--- config.mk ---
export PLATFORM = sky130hd
export DESIGN_NAME = seq_match_ctrl_flat
export DESIGN_NICKNAME = d
export VERILOG_FILES = /design/src/rtl/seq_match_ctrl_if.sv /design/src/rtl/seq_match_ctrl.sv /design/src/flat_wrapper.sv
export SDC_FILE = /design/constraint.sdc
export NUM_CORES = 1
export LEC_CHECK = 0
export CELL_PAD_IN_SITES_DETAIL_PLACEMENT = 1
export CELL_PAD_IN_SITES_GLOBAL_PLACEMENT = 2
export CORE_MARGIN = 2
export CORE_UTILIZATION = 31
export DETAILED_ROUTE_END_ITERATION = 12
export PLACE_DENSITY = 0.75
export SLEW_MARGIN = 20
export SYNTH_ARGS = -nofsm -noshare
export SYNTH_HDL_FRONTEND = slang
export SYNTH_SLANG_ARGS = --single-unit
--- constraint.sdc ---
create_clock -name clk -period 2.05 [get_ports clk]
set_input_delay 0.205 -clock clk [delete_from_list [all_inputs] [get_ports clk]]
set_output_delay 0.205 -clock clk [all_outputs]
set_load 0.005 [all_outputs]
--- src/rtl/seq_match_ctrl_if.sv ---
// rtl/seq_match_ctrl_if.sv - configuration, run-control and serial-stream bundle for seq_match_ctrl
// Ports (master = bus-side controller, slave = seq_match_ctrl):
//   cfg_valid/cfg_ready/cfg_pattern/cfg_len/cfg_target/cfg_err : configuration handshake
//   start/abort                                                : run control
//   data_valid/data                                            : 1-bit serial stream
//   flag/match_cnt/busy/done                                   : detection status
interface seq_match_ctrl_if #(
    parameter int PAT_W = 8,
    parameter int LEN_W = 4,
    parameter int CNT_W = 8
);
    logic             cfg_valid;
    logic             cfg_ready;
    logic [PAT_W-1:0] cfg_pattern;
    logic [LEN_W-1:0] cfg_len;
    logic [CNT_W-1:0] cfg_target;
    logic             cfg_err;
    logic             start;
    logic             abort;
    logic             data_valid;
    logic             data;
    logic             flag;
    logic [CNT_W-1:0] match_cnt;
    logic             busy;
    logic             done;

    modport master (
        output cfg_valid, cfg_pattern, cfg_len, cfg_target, start, abort, data_valid, data,
        input  cfg_ready, cfg_err, flag, match_cnt, busy, done
    );

    modport slave (
        input  cfg_valid, cfg_pattern, cfg_len, cfg_target, start, abort, data_valid, data,
        output cfg_ready, cfg_err, flag, match_cnt, busy, done
    );
endinterface

--- src/rtl/seq_match_ctrl.sv ---
// rtl/seq_match_ctrl.sv - programmable non-overlapping serial pattern detector with run sequencer
// Ports:
//   clk : rising-edge clock
//   rst : asynchronous active-low reset
//   bus : seq_match_ctrl_if.slave (config handshake, start/abort, serial data, status)
module seq_match_ctrl #(
    parameter int PAT_W = 8,
    parameter int LEN_W = 4,
    parameter int CNT_W = 8
) (
    input  logic            clk,
    input  logic            rst,
    seq_match_ctrl_if.slave bus
);
    typedef enum logic [1:0] {
        S_IDLE  = 2'd0,
        S_READY = 2'd1,
        S_RUN   = 2'd2,
        S_DONE  = 2'd3
    } state_t;

    localparam logic [LEN_W-1:0] PAT_LIM = LEN_W'(PAT_W);

    state_t           state_q, state_d;
    logic [PAT_W-1:0] pat_q, pat_d;
    logic [LEN_W-1:0] len_q, len_d;
    logic [CNT_W-1:0] tgt_q, tgt_d;
    logic [PAT_W-1:0] win_q, win_d;
    logic [LEN_W-1:0] fill_q, fill_d;
    logic [CNT_W-1:0] cnt_q, cnt_d;
    logic             flag_q, flag_d;
    logic             err_q, err_d;
    logic             busy_q, done_q;

    logic             xfer;
    logic             cfg_legal;
    logic [PAT_W-1:0] win_sh;
    logic [PAT_W-1:0] mask;
    logic [LEN_W-1:0] fill_nx;
    logic [CNT_W-1:0] cnt_inc;
    logic             hit;

    assign xfer      = bus.cfg_valid && (state_q != S_RUN);
    assign cfg_legal = (bus.cfg_len != '0) && (bus.cfg_len <= PAT_LIM);
    assign win_sh    = {win_q[PAT_W-2:0], bus.data};
    // Shifting all-ones left by len leaves zeros in the low len bits; len == PAT_W yields all-ones.
    assign mask      = ~({PAT_W{1'b1}} << len_q);
    assign fill_nx   = (fill_q >= len_q) ? len_q : fill_q + 1'b1;
    assign cnt_inc   = (cnt_q == {CNT_W{1'b1}}) ? cnt_q : cnt_q + 1'b1;
    // fill_nx already includes this cycle's bit, so a full window is compared right as it completes.
    assign hit       = (fill_nx == len_q) && ((win_sh & mask) == (pat_q & mask));

    always_ff @(posedge clk or negedge rst) begin
        if (!rst) begin
            state_q <= S_IDLE;
            pat_q   <= '0;
            len_q   <= '0;
            tgt_q   <= '0;
            win_q   <= '0;
            fill_q  <= '0;
            cnt_q   <= '0;
            flag_q  <= 1'b0;
            err_q   <= 1'b0;
            busy_q  <= 1'b0;
            done_q  <= 1'b0;
        end else begin
            state_q <= state_d;
            pat_q   <= pat_d;
            len_q   <= len_d;
            tgt_q   <= tgt_d;
            win_q   <= win_d;
            fill_q  <= fill_d;
            cnt_q   <= cnt_d;
            flag_q  <= flag_d;
            err_q   <= err_d;
            busy_q  <= (state_d == S_RUN);
            done_q  <= (state_d == S_DONE);
        end
    end

    always_comb begin
        state_d = state_q;
        pat_d   = pat_q;
        len_d   = len_q;
        tgt_d   = tgt_q;
        win_d   = win_q;
        fill_d  = fill_q;
        cnt_d   = cnt_q;
        flag_d  = 1'b0;
        err_d   = 1'b0;

        case (state_q)
            S_IDLE, S_READY, S_DONE: begin
                if (xfer) begin
                    // Any transfer, legal or not, takes the cycle and suppresses start.
                    if (cfg_legal) begin
                        pat_d   = bus.cfg_pattern;
                        len_d   = bus.cfg_len;
                        tgt_d   = bus.cfg_target;
                        state_d = S_READY;
                    end else begin
                        err_d = 1'b1;
                    end
                end else if (bus.start && (state_q != S_IDLE)) begin
                    state_d = S_RUN;
                    cnt_d   = '0;
                    fill_d  = '0;
                    win_d   = '0;
                end
            end
            S_RUN: begin
                if (bus.abort) begin
                    state_d = S_READY;
                end else if (bus.data_valid) begin
                    win_d = win_sh;
                    if (hit) begin
                        flag_d = 1'b1;
                        cnt_d  = cnt_inc;
                        fill_d = '0;
                        if ((tgt_q != '0) && (cnt_inc == tgt_q)) begin
                            state_d = S_DONE;
                        end
                    end else begin
                        fill_d = fill_nx;
                    end
                end
            end
            default: state_d = S_IDLE;
        endcase
    end

    assign bus.cfg_ready = (state_q != S_RUN);
    assign bus.cfg_err   = err_q;
    assign bus.flag      = flag_q;
    assign bus.match_cnt = cnt_q;
    assign bus.busy      = busy_q;
    assign bus.done      = done_q;
endmodule

--- src/flat_wrapper.sv ---
// flat-port wrapper written by rule: the top's interface ports become plain ports
module seq_match_ctrl_flat 
#(
    parameter int PAT_W = 8,
    parameter int LEN_W = 4,
    parameter int CNT_W = 8
)
  (clk, rst, bus_cfg_valid, bus_cfg_pattern, bus_cfg_len, bus_cfg_target, bus_start, bus_abort, bus_data_valid, bus_data, bus_cfg_ready, bus_cfg_err, bus_flag, bus_match_cnt, bus_busy, bus_done);
  seq_match_ctrl_if #(.PAT_W(PAT_W), .LEN_W(LEN_W), .CNT_W(CNT_W)) bus_i ();
  input  logic clk;
  input  logic rst;
  input wire logic [$bits(bus_i.cfg_valid)-1:0] bus_cfg_valid;
  input wire logic [$bits(bus_i.cfg_pattern)-1:0] bus_cfg_pattern;
  input wire logic [$bits(bus_i.cfg_len)-1:0] bus_cfg_len;
  input wire logic [$bits(bus_i.cfg_target)-1:0] bus_cfg_target;
  input wire logic [$bits(bus_i.start)-1:0] bus_start;
  input wire logic [$bits(bus_i.abort)-1:0] bus_abort;
  input wire logic [$bits(bus_i.data_valid)-1:0] bus_data_valid;
  input wire logic [$bits(bus_i.data)-1:0] bus_data;
  output wire logic [$bits(bus_i.cfg_ready)-1:0] bus_cfg_ready;
  output wire logic [$bits(bus_i.cfg_err)-1:0] bus_cfg_err;
  output wire logic [$bits(bus_i.flag)-1:0] bus_flag;
  output wire logic [$bits(bus_i.match_cnt)-1:0] bus_match_cnt;
  output wire logic [$bits(bus_i.busy)-1:0] bus_busy;
  output wire logic [$bits(bus_i.done)-1:0] bus_done;
  assign bus_i.cfg_valid = bus_cfg_valid;
  assign bus_i.cfg_pattern = bus_cfg_pattern;
  assign bus_i.cfg_len = bus_cfg_len;
  assign bus_i.cfg_target = bus_cfg_target;
  assign bus_i.start = bus_start;
  assign bus_i.abort = bus_abort;
  assign bus_i.data_valid = bus_data_valid;
  assign bus_i.data = bus_data;
  assign bus_cfg_ready = bus_i.cfg_ready;
  assign bus_cfg_err = bus_i.cfg_err;
  assign bus_flag = bus_i.flag;
  assign bus_match_cnt = bus_i.match_cnt;
  assign bus_busy = bus_i.busy;
  assign bus_done = bus_i.done;
  seq_match_ctrl #(.PAT_W(PAT_W), .LEN_W(LEN_W), .CNT_W(CNT_W)) u_core (.clk(clk), .rst(rst), .bus(bus_i));
endmodule
==> flow_summary.rst, run 1 <==
.. list-table::
   :header-rows: 1

   * - Metric
     - Value
   * - Status
     - finished with violations
   * - Die height
     - between 90 and 100 um
   * - Data required time at the worst endpoint
     - between 2000 and 2500 ps
   * - Antenna Nets Post-Route
     - 0
   * - Number of buffers created by CTS
     - 5
   * - Reg-to-reg setup timing slack
     - -120 ps
   * - Met1 demand-to-capacity share in global routing
     - 0.251
   * - Later-pin clock latency in the skew report
     - about 320 ps
   * - Startpoint kind of the worst setup timing path
     - flip-flop
   * - Cell family with most CP delay
     - compound AO/OA/AOI/OAI gates
   * - Failing checks
     - setup timing
   * - Core Rows
     - 33
   * - Initial detailed-routing violation count
     - 79
   * - TritonCTS sink count
     - between 40 and 50
   * - Most common library cell in the layout ignoring fill and taps
     - buf_4
   * - Worst-path cell chain
     - buf_6 > ha_1 > a21o_1 > a211o_1 > o21ai_4 > buf_6 > buf_6 > a21oi_2 > o31ai_1
   * - Maximum VDD drop
     - around 0.55 mV
   * - Met2 GRT Util
     - 0.323
   * - H-tree depth
     - 2
   * - Final setup violation count
     - 11
   * - Class of the most critical setup path
     - flip-flop to flip-flop
   * - Max-Cap Viols
     - 0
   * - Fraction of layout instances using a drive strength above 1
     - 0.404
   * - Number of global-route vias before repair
     - 2786
   * - Top FF cell, synth
     - dfrtp_1
   * - Clock-pin slew reported for the worst setup and hold paths after clock tree synthesis
     - approximately 90 ps
   * - Placed wire-length estimate
     - about 6.3 mm
   * - Highest clock rate
     - ~0.46 GHz
   * - Clock Path Buffers
     - 2
   * - Vias per inst
     - between 5 and 6
   * - GRT Max-Usage Layer
     - met2
   * - Top cell by count, worst path
     - buf_6
   * - Net Count, Synth
     - a little over 300
   * - Path depth of the worst reg2reg path
     - 9
   * - Leading post-synthesis cells by cell area
     - dfrtp_1 42%, mux2_2 8.0%, nand2_1 4.7%
   * - Power per cell area
     - ~1100 mW/mm2
   * - Count of antenna diodes in the layout
     - 0
   * - R2r endpoint
     - u_core.fill_q[1]
   * - Actual transition at the worst max-transition pin
     - between 500 and 600 ps
   * - Final worst clock skew
     - 7.08 ps
   * - Buffers and inverters on the worst path
     - 3
   * - Post-placement setup slack
     - -241 ps
   * - Worst hold path class
     - primary input to async pin
   * - Worst-case setup margin in the final layout
     - -117 ps
   * - Number of endpoints with negative hold slack in the final report
     - 0
   * - Unique masters post-synth
     - 57
   * - Critical path origin
     - u_core.fill_q[1]
   * - Cells after synthesis
     - about 280
   * - Number of flip-flops and latches in the synthesized netlist
     - 45
   * - Arrival time at the worst endpoint
     - roughly 2400 ps
   * - Area inside the core boundary
     - ~0.0083 mm2
   * - Combined area of all synthesized cells
     - around 0.0027 mm2
   * - All-layer global routing usage
     - 0.187
   * - GR met3 Demand/Resource
     - 0.0324
   * - Register area share after synthesis
     - 0.419
   * - Routed wire length per instance
     - between 15 and 20 um
   * - Final period util
     - 1.06
   * - Total Negative Setup Slacks
     - -642 ps
   * - Max-slew headroom at the worst pin
     - 0.628
   * - Library cell used as clock root buffer
     - clkbuf_8
   * - Sort of element at the end of the critical path
     - flip-flop
   * - Non-filler instance count after layout
     - 494
   * - Crit-path slowest cell
     - dfrtp_1
   * - Area delta synth->final
     - 56.6%
   * - Pin count of the biggest net entering global routing
     - 25
   * - Number of top-level pins
     - 40
   * - Grt total ovfl
     - 0
   * - Clock tree from TritonCTS
     - built
   * - Post-layout min period
     - approximately 2200 ps
   * - Post-synthesis cell type with the largest combined area
     - dfrtp_1
   * - Count of fill cells added during filler insertion
     - approximately 910
   * - Worst flop-to-flop path startpoint
     - u_core.fill_q[1]
   * - Static Leak
     - about 1.8 nW
   * - DRC violations left
     - 0
   * - Yosys Warn Count
     - 0
   * - First-pass GRT wire length
     - 14.3 mm
   * - Floorplan die area
     - approximately 0.0094 mm2
   * - Via Count
     - around 2600
   * - Delay of the slowest cell on the worst path
     - 440 ps
   * - Peak fanout along the critical path
     - 4
   * - Initial cell density of the core
     - 0.324
   * - First-pass detailed-route iteration total
     - 4
   * - Area share of the largest cell type after synthesis
     - 0.419
   * - Gp weighted congestion
     - 0.802
   * - Mean Syn Cell Area
     - a little under 10 um2
   * - Most frequent cells in the layout
     - 65 x buf_4, 41 x dfrtp_1, 38 x clkdlybuf4s50_1
   * - Antenna violations before repair
     - 0
   * - EDFF count, synth
     - 0
   * - Fraction of registers with async set/reset
     - 1.00
   * - Fin Hold WS
     - just over 400 ps
   * - Instance count after placement with tap cells included
     - around 470
   * - Port Buf Inserts
     - 39
   * - Max-slew violation count
     - 0
   * - Horizontal die dimension
     - 97.1 um
   * - Total wirelength of the detailed-routed design
     - 8.83 mm
   * - Net total in the final layout
     - around 420
   * - RSZ-0062 raised after global routing
     - yes
flip-flops by register name, summed over array words and instances (netlist names):
signal	count
u_core.bus.busy	1
u_core.bus.cfg_err	1
u_core.bus.done	1
u_core.bus.flag	1
u_core.bus.match_cnt	8
u_core.fill_q	4
u_core.len_q	4
u_core.pat_q	8
u_core.state_q	2
u_core.tgt_q	8
u_core.win_q	7
cell type report:
| class | instances | area, um2 | share of cell area |
|---|---|---|---|
| Sequential cell | 45 | 1130 | 0.269 |
| Multi-Input combinational cell | 215 | 1810 | 0.430 |
| Tap cell | 105 | 131 | 0.0312 |
| Clock inverter | 2 | 35.0 | 0.00833 |
| Clock buffer | 6 | 72.6 | 0.0172 |
| Inverter | 7 | 26.3 | 0.00624 |
| Timing Repair Buffer | 114 | 1000 | 0.238 |
synthesized netlist by cell type (all sizes together) (7+ instances only):
cell / n
a21oi: 10
nor2: 22
mux2: 19
xnor2: 11
a31oi: 7
dfrtp: 45
buf: 10
xor2: 9
inv: 7
nand2: 35
nand3: 16
o21ai: 12
through the flow:
stage,utilization,power (mW),cell area (um2)
floorplan,-,2.31,2700
global placement,0.438,3.01,3630
detailed placement,0.438,3.08,3630
CTS,0.485,4.18,4030
global route,0.507,4.70,4210
finish,0.507,4.43,4210
per-layer routing:
layer | wire length [um] | up-vias
met3 | 292 | 9
met4 | 88 | 0
met2 | 4270 | 39
met5 | 0 | -
li1 | - | 1235
met1 | 4180 | 1270
where the power goes:
| part | switching [mW] | internal (mW) | total [mW] |
|---|---|---|---|
| Clock | 0.335 | 0.362 | 0.698 |
| Combinational | 1.14 | 1.21 | 2.35 |
| Sequential | 0.269 | 1.12 | 1.39 |
worst max-delay path by stage:
stage / to / slack, ps / cells past startpoint
5_1_grt: u_core.fill_q[1] / -170 / 9
4_1_cts: u_core.fill_q[0] / -80 / 10
3_3_place_gp: u_core.bus.done / -210 / 9
6_report: u_core.fill_q[1] / -120 / 9
3_5_place_dp: u_core.bus.done / -240 / 9
2_1_floorplan: u_core.bus.match_cnt[6] / -50 / 9
kinds of logic (layout without fill, tap and decap cells):
logic type	count (synthesis)	after routing	synth area share
flip-flops	45	45	0.419
adder cells (fa/ha/maj)	6	6	0.0279
multiplexers	22	22	0.0908
buffers and inverters	19	129	0.0358
XOR/XNOR	20	20	0.0652
AND/OR/NAND/NOR	107	107	0.197
AO/OA/AOI/OAI	59	60	0.164
repair_timing:
item / CTS / global route
resized for setup: 34 / 32
pin swaps: 10 / 22
setup buffers: 8 / 4
endpoints found under the hold margin: 21 / 0
cloned: 1 / 0
hold buffers: 1 / 0
endpoints found under the setup margin: 15 / 15
No activity file was read; power rests on OpenSTA's default activity.
==> run 2: changes to the inputs <==
--- a/config.mk
+++ b/config.mk
@@ -6,10 +6,8 @@
 export NUM_CORES = 1
 export LEC_CHECK = 0
-export CELL_PAD_IN_SITES_DETAIL_PLACEMENT = 1
-export CELL_PAD_IN_SITES_GLOBAL_PLACEMENT = 2
 export CORE_MARGIN = 2
-export CORE_UTILIZATION = 31
+export CORE_UTILIZATION = 46
 export DETAILED_ROUTE_END_ITERATION = 12
-export PLACE_DENSITY = 0.75
+export PLACE_DENSITY = 0.72
 export SLEW_MARGIN = 20
 export SYNTH_ARGS = -nofsm -noshare
==> constraint.sdc (replaced) <==
create_clock -name clk -period 2.05 [get_ports clk]
set_input_delay 0.205 -clock clk [delete_from_list [all_inputs] [get_ports clk]]
set_output_delay 0.205 -clock clk [all_outputs]
set_load 0.01 [all_outputs]
==> run 2 against run 1 <==
The flow finishes with violations (hold timing, setup timing). Setup slack got worse by 140 ps. Utilization rose by 20 points. Global-route usage rose by 7.0 points. Power fell by 4.3%. Flip-flop and latch count did not move. Combinational power fell by 2%. Sequential power barely moved. Clock-buffer cell count rose by 1.
==> flow_summary.rst, run 2 (same netlist as run 1, synthesis figures left out) <==
.. list-table::
   :header-rows: 1

   * - Metric
     - Value
   * - Final worst clock skew
     - 8.15 ps (was 7.08 ps)
   * - Status
     - finished with violations (unchanged)
   * - Horizontal die dimension
     - 80.4 um (was 97.1 um)
   * - Power per cell area
     - 1080 mW/mm2 (was 1050 mW/mm2)
   * - Pwr Total
     - 4.24 mW (was 4.43 mW)
   * - Final setup violation count
     - 16 (was 11)
   * - Area delta synth->final
     - 46.4% (was 56.6%)
   * - Class of the most critical setup path
     - flip-flop to flip-flop (unchanged)
   * - Initial detailed-routing violation count
     - 297 (was 79)
   * - Routed wire length per instance
     - 18.1 um (was 17.9 um)
   * - Sort of element at the end of the critical path
     - flip-flop (unchanged)
   * - Max-slew violation count
     - 0 (unchanged)
   * - Pin count of the biggest net entering global routing
     - 46 (was 25)
   * - Die height
     - 80.4 um (was 97.1 um)
   * - Via Count
     - 2662 (was 2553)
   * - Number of buffers created by CTS
     - 5 (unchanged)
   * - Max-slew headroom at the worst pin
     - 0.618 (was 0.628)
   * - Most common library cell in the layout ignoring fill and taps
     - buf_4 (unchanged)
   * - Floorplan die area
     - 0.00647 mm2 (was 0.00943 mm2)
   * - Number of endpoints with negative hold slack in the final report
     - 41 (was 0)
   * - First-pass GRT wire length
     - 12.8 mm (was 14.3 mm)
   * - Post-layout min period
     - 2310 ps (was 2170 ps)
   * - Worst-case setup margin in the final layout
     - -256 ps (was -117 ps)
   * - Placed wire-length estimate
     - 5.16 mm (was 6.26 mm)
   * - Utilization of the core after routing
     - 0.706 (was 0.507)
   * - TritonCTS sink count
     - 45 (unchanged)
   * - Port Buf Inserts
     - 39 (unchanged)
   * - Vias per inst
     - 5.97 (was 5.17)
   * - Gp weighted congestion
     - 0.948 (was 0.802)
   * - Most frequent cells in the layout
     - 53 x buf_4, 40 x dfrtp_1, 38 x clkdlybuf4s50_1 (was 65 x buf_4, 41 x dfrtp_1, 38 x clkdlybuf4s50_1)
   * - Count of fill cells added during filler insertion
     - 419 (was 914)
   * - Data required time at the worst endpoint
     - 2280 ps (was 2270 ps)
   * - Arrival time at the worst endpoint
     - 2530 ps (was 2380 ps)
   * - Antenna Nets Post-Route
     - 0 (unchanged)
   * - Design Area, Final
     - 0.00394 mm2 (was 0.00421 mm2)
   * - Static Leak
     - 1.66 nW (was 1.79 nW)
   * - H-tree depth
     - 2 (unchanged)
   * - Fin Hold WS
     - -16.5 ps (was 403 ps)
   * - First-pass detailed-route iteration total
     - 5 (was 4)
   * - Final period util
     - 1.13 (was 1.06)
   * - Grt total ovfl
     - 0 (unchanged)
   * - Core Rows
     - 27 (was 33)
   * - Failing checks
     - hold timing, setup timing (was setup timing)
   * - Number of top-level pins
     - 40 (unchanged)
   * - Clock-pin slew reported for the worst setup and hold paths after clock tree synthesis
     - 90 ps (about the same)
   * - Later-pin clock latency in the skew report
     - 300 ps (was 320 ps)
   * - Max-Cap Viols
     - 0 (unchanged)
   * - Initial cell density of the core
     - 0.482 (was 0.324)
   * - Area inside the core boundary
     - 0.00557 mm2 (was 0.00830 mm2)
   * - Instance count after placement with tap cells included
     - 424 (was 472)
   * - Peak fanout along the critical path
     - 5 (was 4)
   * - All-layer global routing usage
     - 0.258 (was 0.187)
   * - R2r endpoint
     - u_core.fill_q[0] (was u_core.fill_q[1])
   * - Total Negative Setup Slacks
     - -1790 ps (was -642 ps)
   * - Worst hold path class
     - primary input to async pin (unchanged)
   * - Maximum VDD drop
     - 0.645 mV (was 0.548 mV)
   * - Total wirelength of the detailed-routed design
     - 8.06 mm (was 8.83 mm)
   * - Highest clock rate
     - 0.434 GHz (was 0.462 GHz)
   * - DRC violations left
     - 0 (unchanged)
   * - Net total in the final layout
     - 406 (was 421)
   * - Path depth of the worst reg2reg path
     - 10 (was 9)
   * - Startpoint kind of the worst setup timing path
     - flip-flop (unchanged)
   * - Library cell used as clock root buffer
     - clkbuf_8 (unchanged)
   * - Worst flop-to-flop path startpoint
     - u_core.fill_q[0] (was u_core.fill_q[1])
   * - Fraction of layout instances using a drive strength above 1
     - 0.369 (was 0.404)
   * - Antenna violations before repair
     - 0 (unchanged)
   * - Non-filler instance count after layout
     - 446 (was 494)
   * - Placed inst area
     - 0.00347 mm2 (was 0.00363 mm2)
   * - RSZ-0062 raised after global routing
     - yes (unchanged)
   * - Number of global-route vias before repair
     - 2664 (was 2786)
   * - Reg-to-reg setup timing slack
     - -260 ps (was -120 ps)
   * - Count of antenna diodes in the layout
     - 0 (unchanged)
   * - Actual transition at the worst max-transition pin
     - 573 ps (was 559 ps)
   * - Clock tree from TritonCTS
     - built (unchanged)
   * - Post-placement setup slack
     - -135 ps (was -241 ps)
   * - Clock Path Buffers
     - 2 (unchanged)
-- run 2: cell types whose count changed in the layout (fill, tap and decap cells not counted), sizes merged --
cell / change
clkinvlp: +2
dlygate4sd3: -1
clkinv: -1
bufinv: -1
inv: -1
buf: -14
clkbuf: +1
-- run 2: worst max-delay path, cell delays in order, from the launching register on --
cell and delay (ps):
dfrtp_1 440, inv_2 80, ha_4 270, nand2b_4 110
a21o_1 150, a211o_1 220, o21ai_4 120, buf_6 150
or3b_1 340, a211o_1 270, o21ai_2 70
-- run 2: what timing repair did --
action	4_1_cts	5_1_grt
setup endpoints to repair	15	16
gates cloned	1	0
hold buffers	0	0
buffers inserted	9	4
hold endpoints to repair	0	0
resized for setup	24	33
pin swaps	9	11
-- run 2: worst max path at each step --
| stage | start | cells after the start | end |
|---|---|---|---|
| 6_report | u_core.fill_q[0] | 10 | u_core.fill_q[0] |
| 5_1_grt | u_core.fill_q[0] | 10 | u_core.fill_q[0] |
| 4_1_cts | u_core.fill_q[0] | 10 | u_core.fill_q[0] |
| 3_5_place_dp | u_core.bus.match_cnt[0] | 9 | u_core.bus.done |
| 3_3_place_gp | u_core.bus.match_cnt[1] | 9 | u_core.bus.done |
| 2_1_floorplan | u_core.len_q[0] | 9 | u_core.bus.match_cnt[6] |
-- run 2: cell type report --
type,count,area [um2],area share
repair buffers,99,880,0.224
inverters,7,30.0,0.00763
well taps,72,90.1,0.0229
clock inverters,1,7.51,0.00191
flip-flops and latches,45,1130,0.288
multi-input cells,215,1720,0.437
clock buffers,7,76.3,0.0194
-- run 2: routing by layer --
layer / vias to the layer above / GRT usage / wire length (um)
met4: 0 / 0.115 / 427
met1: 1279 / 0.342 / 3300
met2: 136 / 0.415 / 3870
met3: 41 / 0.0393 / 469
met5: - / 0 / 0
li1: 1206 / - / -
-- run 2: power breakdown --
part | internal, mW | total [mW] | switching, mW
Combinational | 1.16 | 2.30 | 1.14
Sequential | 1.12 | 1.39 | 0.278
Clock | 0.242 | 0.549 | 0.308
Total | 2.52 | 4.24 | 1.72
==> run 3: changes to the inputs <==
Settings changed: CORE_MARGIN 2 to unset, SLEW_MARGIN 20 to unset.
==> run 3 against run 2 <==
The flow finishes with violations (setup timing). Cell count fell by 0.90%. Clock power increased by 6.9%. Clock-buffer cell count down 2. Sequential power hardly changed. Clock skew about the same. Sequential share of layout area grew 0.60 points. Critical path type unchanged. Highest routed layer unchanged.
==> flow_summary.rst, run 3 (same netlist as run 1, synthesis figures left out) <==
.. list-table::
   :header-rows: 1

   * - Metric
     - Value
   * - Post-placement setup slack
     - -150 ps (was -135 ps)
   * - Crit-path slowest cell
     - dfrtp_2 (was dfrtp_1)
   * - Data required time at the worst endpoint
     - 2280 ps (about the same)
   * - Path depth of the worst reg2reg path
     - 9 (was 10)
   * - Antenna Nets Post-Route
     - 0 (unchanged)
   * - Status
     - finished with violations (unchanged)
   * - Total Negative Setup Slacks
     - -457 ps (was -1790 ps)
   * - Max-slew violation count
     - 0 (unchanged)
   * - Fraction of layout instances using a drive strength above 1
     - 0.330 (was 0.369)
   * - Area inside the core boundary
     - 0.00557 mm2 (unchanged)
   * - Number of buffers created by CTS
     - 5 (unchanged)
   * - Sort of element at the end of the critical path
     - flip-flop (unchanged)
   * - Core Rows
     - 27 (unchanged)
   * - Die height
     - 78.4 um (was 80.4 um)
   * - First-pass GRT wire length
     - 12.1 mm (was 12.8 mm)
   * - Grt total ovfl
     - 0 (unchanged)
   * - Top cell by count, worst path
     - a211o_1 (unchanged)
   * - Worst hold path class
     - primary input to async pin (unchanged)
   * - Non-filler instance count after layout
     - 442 (was 446)
   * - Worst-path cell chain
     - ha_4 > nand2b_4 > a21o_1 > a211o_1 > o21ai_4 > buf_6 > or3b_1 > a211o_1 > o21ai_1 (was inv_2 > ha_4 > nand2b_4 > a21o_1 > a211o_1 > o21ai_4 > buf_6 > or3b_1 > a211o_1 > o21ai_2)
   * - Delay of the slowest cell on the worst path
     - 470 ps (was 440 ps)
   * - RSZ-0062 raised after global routing
     - yes (unchanged)
   * - Initial detailed-routing violation count
     - 202 (was 297)
   * - Horizontal die dimension
     - 78.4 um (was 80.4 um)
   * - Clock-pin slew reported for the worst setup and hold paths after clock tree synthesis
     - 90 ps (about the same)
   * - Placed wire-length estimate
     - 5.11 mm (was 5.16 mm)
   * - H-tree depth
     - 2 (unchanged)
   * - Number of endpoints with negative hold slack in the final report
     - 0 (was 41)
   * - Antenna violations before repair
     - 0 (unchanged)
   * - Power per cell area
     - 1060 mW/mm2 (was 1080 mW/mm2)
   * - Clock Path Buffers
     - 2 (unchanged)
   * - Highest clock rate
     - 0.453 GHz (was 0.434 GHz)
   * - Clock tree from TritonCTS
     - built (unchanged)
   * - Static Leak
     - 1.61 nW (was 1.66 nW)
   * - Max-Cap Viols
     - 0 (unchanged)
   * - Pwr Total
     - 4.07 mW (was 4.24 mW)
   * - Total wirelength of the detailed-routed design
     - 7.39 mm (was 8.06 mm)
   * - Library cell used as clock root buffer
     - clkbuf_8 (unchanged)
   * - Failing checks
     - setup timing (was hold timing, setup timing)
   * - Number of global-route vias before repair
     - 2482 (was 2664)
   * - Instance count after placement with tap cells included
     - 425 (was 424)
   * - Pin count of the biggest net entering global routing
     - 26 (was 46)
   * - Count of antenna diodes in the layout
     - 0 (unchanged)
   * - Maximum VDD drop
     - 0.613 mV (was 0.645 mV)
   * - Net total in the final layout
     - 402 (was 406)
   * - TritonCTS sink count
     - 45 (unchanged)
   * - Routed wire length per instance
     - 16.7 um (was 18.1 um)
   * - Initial cell density of the core
     - 0.482 (unchanged)
   * - Later-pin clock latency in the skew report
     - 310 ps (was 300 ps)
   * - All-layer global routing usage
     - 0.252 (was 0.258)
   * - Actual transition at the worst max-transition pin
     - 495 ps (was 573 ps)
   * - DRC violations left
     - 0 (unchanged)
   * - Startpoint kind of the worst setup timing path
     - flip-flop (unchanged)
   * - Floorplan die area
     - 0.00615 mm2 (was 0.00647 mm2)
   * - Final worst clock skew
     - 7.84 ps (was 8.15 ps)
   * - Worst-case setup margin in the final layout
     - -157 ps (was -256 ps)
   * - Final setup violation count
     - 10 (was 16)
   * - First-pass detailed-route iteration total
     - 4 (was 5)
   * - Final period util
     - 1.08 (was 1.13)
   * - Post-layout min period
     - 2210 ps (was 2310 ps)
   * - Area delta synth->final
     - 43.2% (was 46.4%)
   * - Class of the most critical setup path
     - flip-flop to flip-flop (unchanged)
   * - Peak fanout along the critical path
     - 5 (unchanged)
   * - Arrival time at the worst endpoint
     - 2430 ps (was 2530 ps)
   * - Most common library cell in the layout ignoring fill and taps
     - buf_4 (unchanged)
   * - Gp weighted congestion
     - 0.894 (was 0.948)
   * - Number of top-level pins
     - 40 (unchanged)
   * - Port Buf Inserts
     - 39 (unchanged)
   * - Most frequent cells in the layout
     - 50 x buf_4, 41 x dfrtp_1, 38 x clkdlybuf4s50_1 (was 53 x buf_4, 40 x dfrtp_1, 38 x clkdlybuf4s50_1)
   * - Vias per inst
     - 5.75 (was 5.97)
   * - Max-slew headroom at the worst pin
     - 0.670 (was 0.618)
   * - Via Count
     - 2541 (was 2662)
run 3: through the flow:
stage          hold WS, ps   util  cell area, um2
6_report               390  0.691            3850
4_1_cts                404  0.662            3690
3_3_place_gp           187  0.624            3480
3_5_place_dp           200  0.624            3480
2_1_floorplan        -90.6      -            2700
5_1_grt                435  0.691            3850
run 3: final cells by class:
cell class              count  area, um2
multi-input cells         215       1670
fillers                   431       1720
clock buffers               5       68.8
well taps                  72       90.1
clock inverters             3       25.0
repair buffers             95        836
flip-flops and latches     45       1130
inverters                   7       30.0
run 3: critical path: cells and delay by family (launching register included):
kind | cells | cell delay, ps
AOI/OAI and AO/OA | 5 | 800
adders and majority gates | 1 | 280
buffers and inverters | 1 | 140
DFF | 1 | 470
and+or+nand+nor | 2 | 440
run 3: per-layer routing:
layer  up-vias  global-route usage  wire, um
met5         -                   0         0
met4         0              0.0630       102
met3         9              0.0384       329
met2        77               0.412      3510
met1      1252               0.350      3450
li1       1203                   -         -
run 3: where the power goes:
part	internal, mW	switching, mW	leakage [nW]
clock network	0.249	0.339	0.0452
registers	1.11	0.274	0.571
logic	1.08	1.01	0.998
run 3: repair_timing:
action | CTS | global route
hold buffers | 1 | 0
hold endpoints to repair | 20 | 0
setup endpoints to repair | 15 | 16
buffers inserted | 2 | 5
gates resized for setup | 15 | 24
cloned | 0 | 1
pin swaps | 4 | 5
run 3: path summary, 6_finish.rpt:
kind | slack, ps | endpoint | from
setup / recovery | -160 | u_core.fill_q[0] | u_core.len_q[0]
hold / removal | 390 | u_core.pat_q[1] | rst
setup reg to reg | -160 | u_core.fill_q[0] | u_core.len_q[0]
hold reg to reg | 520 | u_core.win_q[6] | u_core.win_q[6]
max in group asynchronous | 940 | u_core.bus.match_cnt[1] | rst
min in group clk | 490 | u_core.win_q[0] | bus_data
==> variant: new RTL, config.mk and constraints of run 3 <==
Re-encode `state_t` (4 states) as one-hot, 4 bits wide.
--- a/src/rtl/seq_match_ctrl.sv
+++ b/src/rtl/seq_match_ctrl.sv
@@ -12,11 +12,11 @@
     input  logic            rst,
     seq_match_ctrl_if.slave bus
 );
-    typedef enum logic [1:0] {
-        S_IDLE  = 2'd0,
-        S_READY = 2'd1,
-        S_RUN   = 2'd2,
-        S_DONE  = 2'd3
+    typedef enum logic [3:0] {
+        S_IDLE  = 4'b0001,
+        S_READY = 4'b0010,
+        S_RUN   = 4'b0100,
+        S_DONE  = 4'b1000
     } state_t;
 
     localparam logic [LEN_W-1:0] PAT_LIM = LEN_W'(PAT_W);
Function: no difference found for any inputs over 4 cycles, from zero or initial values and one cycle with rst low; so few cycles prove little.
==> variant against run 3 <==
- the run still ends with negative setup slack left
- area after synthesis is 6.5% higher
- worst setup slack got worse by 0.086 ns
- routed wire length down 5.1%
- clock skew increased by 0.0013 ns
- synthesized cell count is 6.1% higher
- count of clock-buffer cells in the layout did not move
- combinational power fell by 24%
- critical path depth is 2 lower
- design area grew 4.2%
- global-route usage down 2.3 points
- sequential cell count is 2 higher
- total power down 14%
- largest cell class unchanged
==> variant: results (changes against run 3) <==
outcome finished with violations; failing checks negative setup slack; setup_tns -1.16 ns (-0.699 ns); routed length per instance 15.2 um (-9.0%); Initial DRC Count 168 (-17%); CP arrival 2.50 ns (+0.07 ns); worst stage delay on the critical path 0.52 ns (+0.05 ns); Mapped Nets 328 (+5.5%); CP Max Fanout 6 (+1); PnR worst setup slack -0.243 ns (-0.0857 ns); worst setup path start u_core.bus.match_cnt[0]; internal power 2.23 mW (-8.6%); LEAKAGE 1.71 nW (+6.2%); clock transition at the registers of the reported paths 0.10 ns; Placer Congestion 0.889 (-0.53%); share of layout cells above drive strength 1 32.4% (-0.59 points); Layout Nets 418 (+4.0%); post-synth cell types 52 (-8.8%); via count 2564 (+0.91%); DP Area 3680 um^2 (+6.0%); most common library cells after synthesis 46 x dfrtp_1, 33 x nand2_1, 17 x xnor2_1, 16 x a21oi_1; Yosys Warn Count 0 (unchanged); synth top area cells dfrtp_1 40%, mux2_2 5.9%, xnor2_1 5.2%, nand2_1 4.3%, xor2_1 3.1%; Slowest cell on crit path or4_1; cell family with most CP delay simple AND/OR/NAND/NOR gates; Seq/Total Area, Yosys 41.1% (-0.75 points); peak supply drop 0.544 mV (-11%); Total GRT Usage 23.0% (-2.3 points); dpl hpwl 5.07 mm (-0.77%); Worst-Margin Slew 0.577 ns (+0.0825 ns); vias in the first global route 2427 (-2.2%); global-route wire length before repair 11.5 mm (-5.0%); setup-violating endpoint count in the final report 8 (-2); clock skew 0.00909 ns (+0.00125 ns)
-- variant: cell types whose count changed after synthesis, sizes merged, moves of 5 or more --
cell    before  now
nor2        22    9
inv          7   15
a21oi       10   16
xnor2       11   17
o211ai       2    7
-- variant: repair_timing --
item	CTS	global route
gates resized for setup	19	15
pin swaps	14	6
buffers inserted	2	5
endpoints found under the hold margin	21	0
cloned	0	1
endpoints found under the setup margin	17	21
hold buffers	1	0
-- variant: final timing paths --
| kind | endpoint | slack, ns | cells after the start |
|---|---|---|---|
| max reg2reg | u_core.state_q[2] | -0.24 | 7 |
| min in group clk | u_core.tgt_q[4] | 0.44 | 3 |
| min | u_core.bus.cfg_err | 0.40 | 2 |
| min reg2reg | u_core.win_q[6] | 0.50 | 2 |
| max in group asynchronous | u_core.tgt_q[7] | 1.11 | 3 |
| max | u_core.state_q[2] | -0.24 | 7 |
-- variant: final cells by class --
| type | instances | area, um^2 |
|---|---|---|
| timing repair buffer | 102 | 902 |
| fill | 488 | 1940 |
| clock buffer | 5 | 68.8 |
| multi-input combinational | 214 | 1680 |
| sequential | 47 | 1180 |
| clock inverter | 3 | 27.5 |
| tap | 75 | 93.8 |
| inverter | 15 | 56.3 |
-- variant: per-stage QoR --
stage,util [%],instances
2_1_floorplan,-,295
3_3_place_gp,61.8,444
3_5_place_dp,61.8,444
4_1_cts,65.5,455
5_1_grt,67.4,461
6_report,67.4,461
-- variant: cell families after synthesis --
family / synth area share, %
mux: 6.95
buf+inv: 5.86
simple gates: 16.9
fa+ha+maj: 2.62
flops: 41.1
xor+xnor: 9.05
compound gates: 17.5
-- variant: per-layer routing --
layer	share of wire, %	global-route usage, %	up-vias
li1	-	-	1247
met4	1.4	7.14	0
met3	4.0	3.82	7
met2	48	37.8	59
met1	46	30.8	1251
met5	0	0	-
-- variant: power groups by stage --
stage	clock (mW)	sequential (mW)	combinational, mW
after floorplan	0	1.27	0.898
after global placement	0	1.30	1.31
after detailed placement	0	1.31	1.34
after CTS	0.629	1.30	1.45
after global routing	0.676	1.33	1.72
final	0.620	1.30	1.59
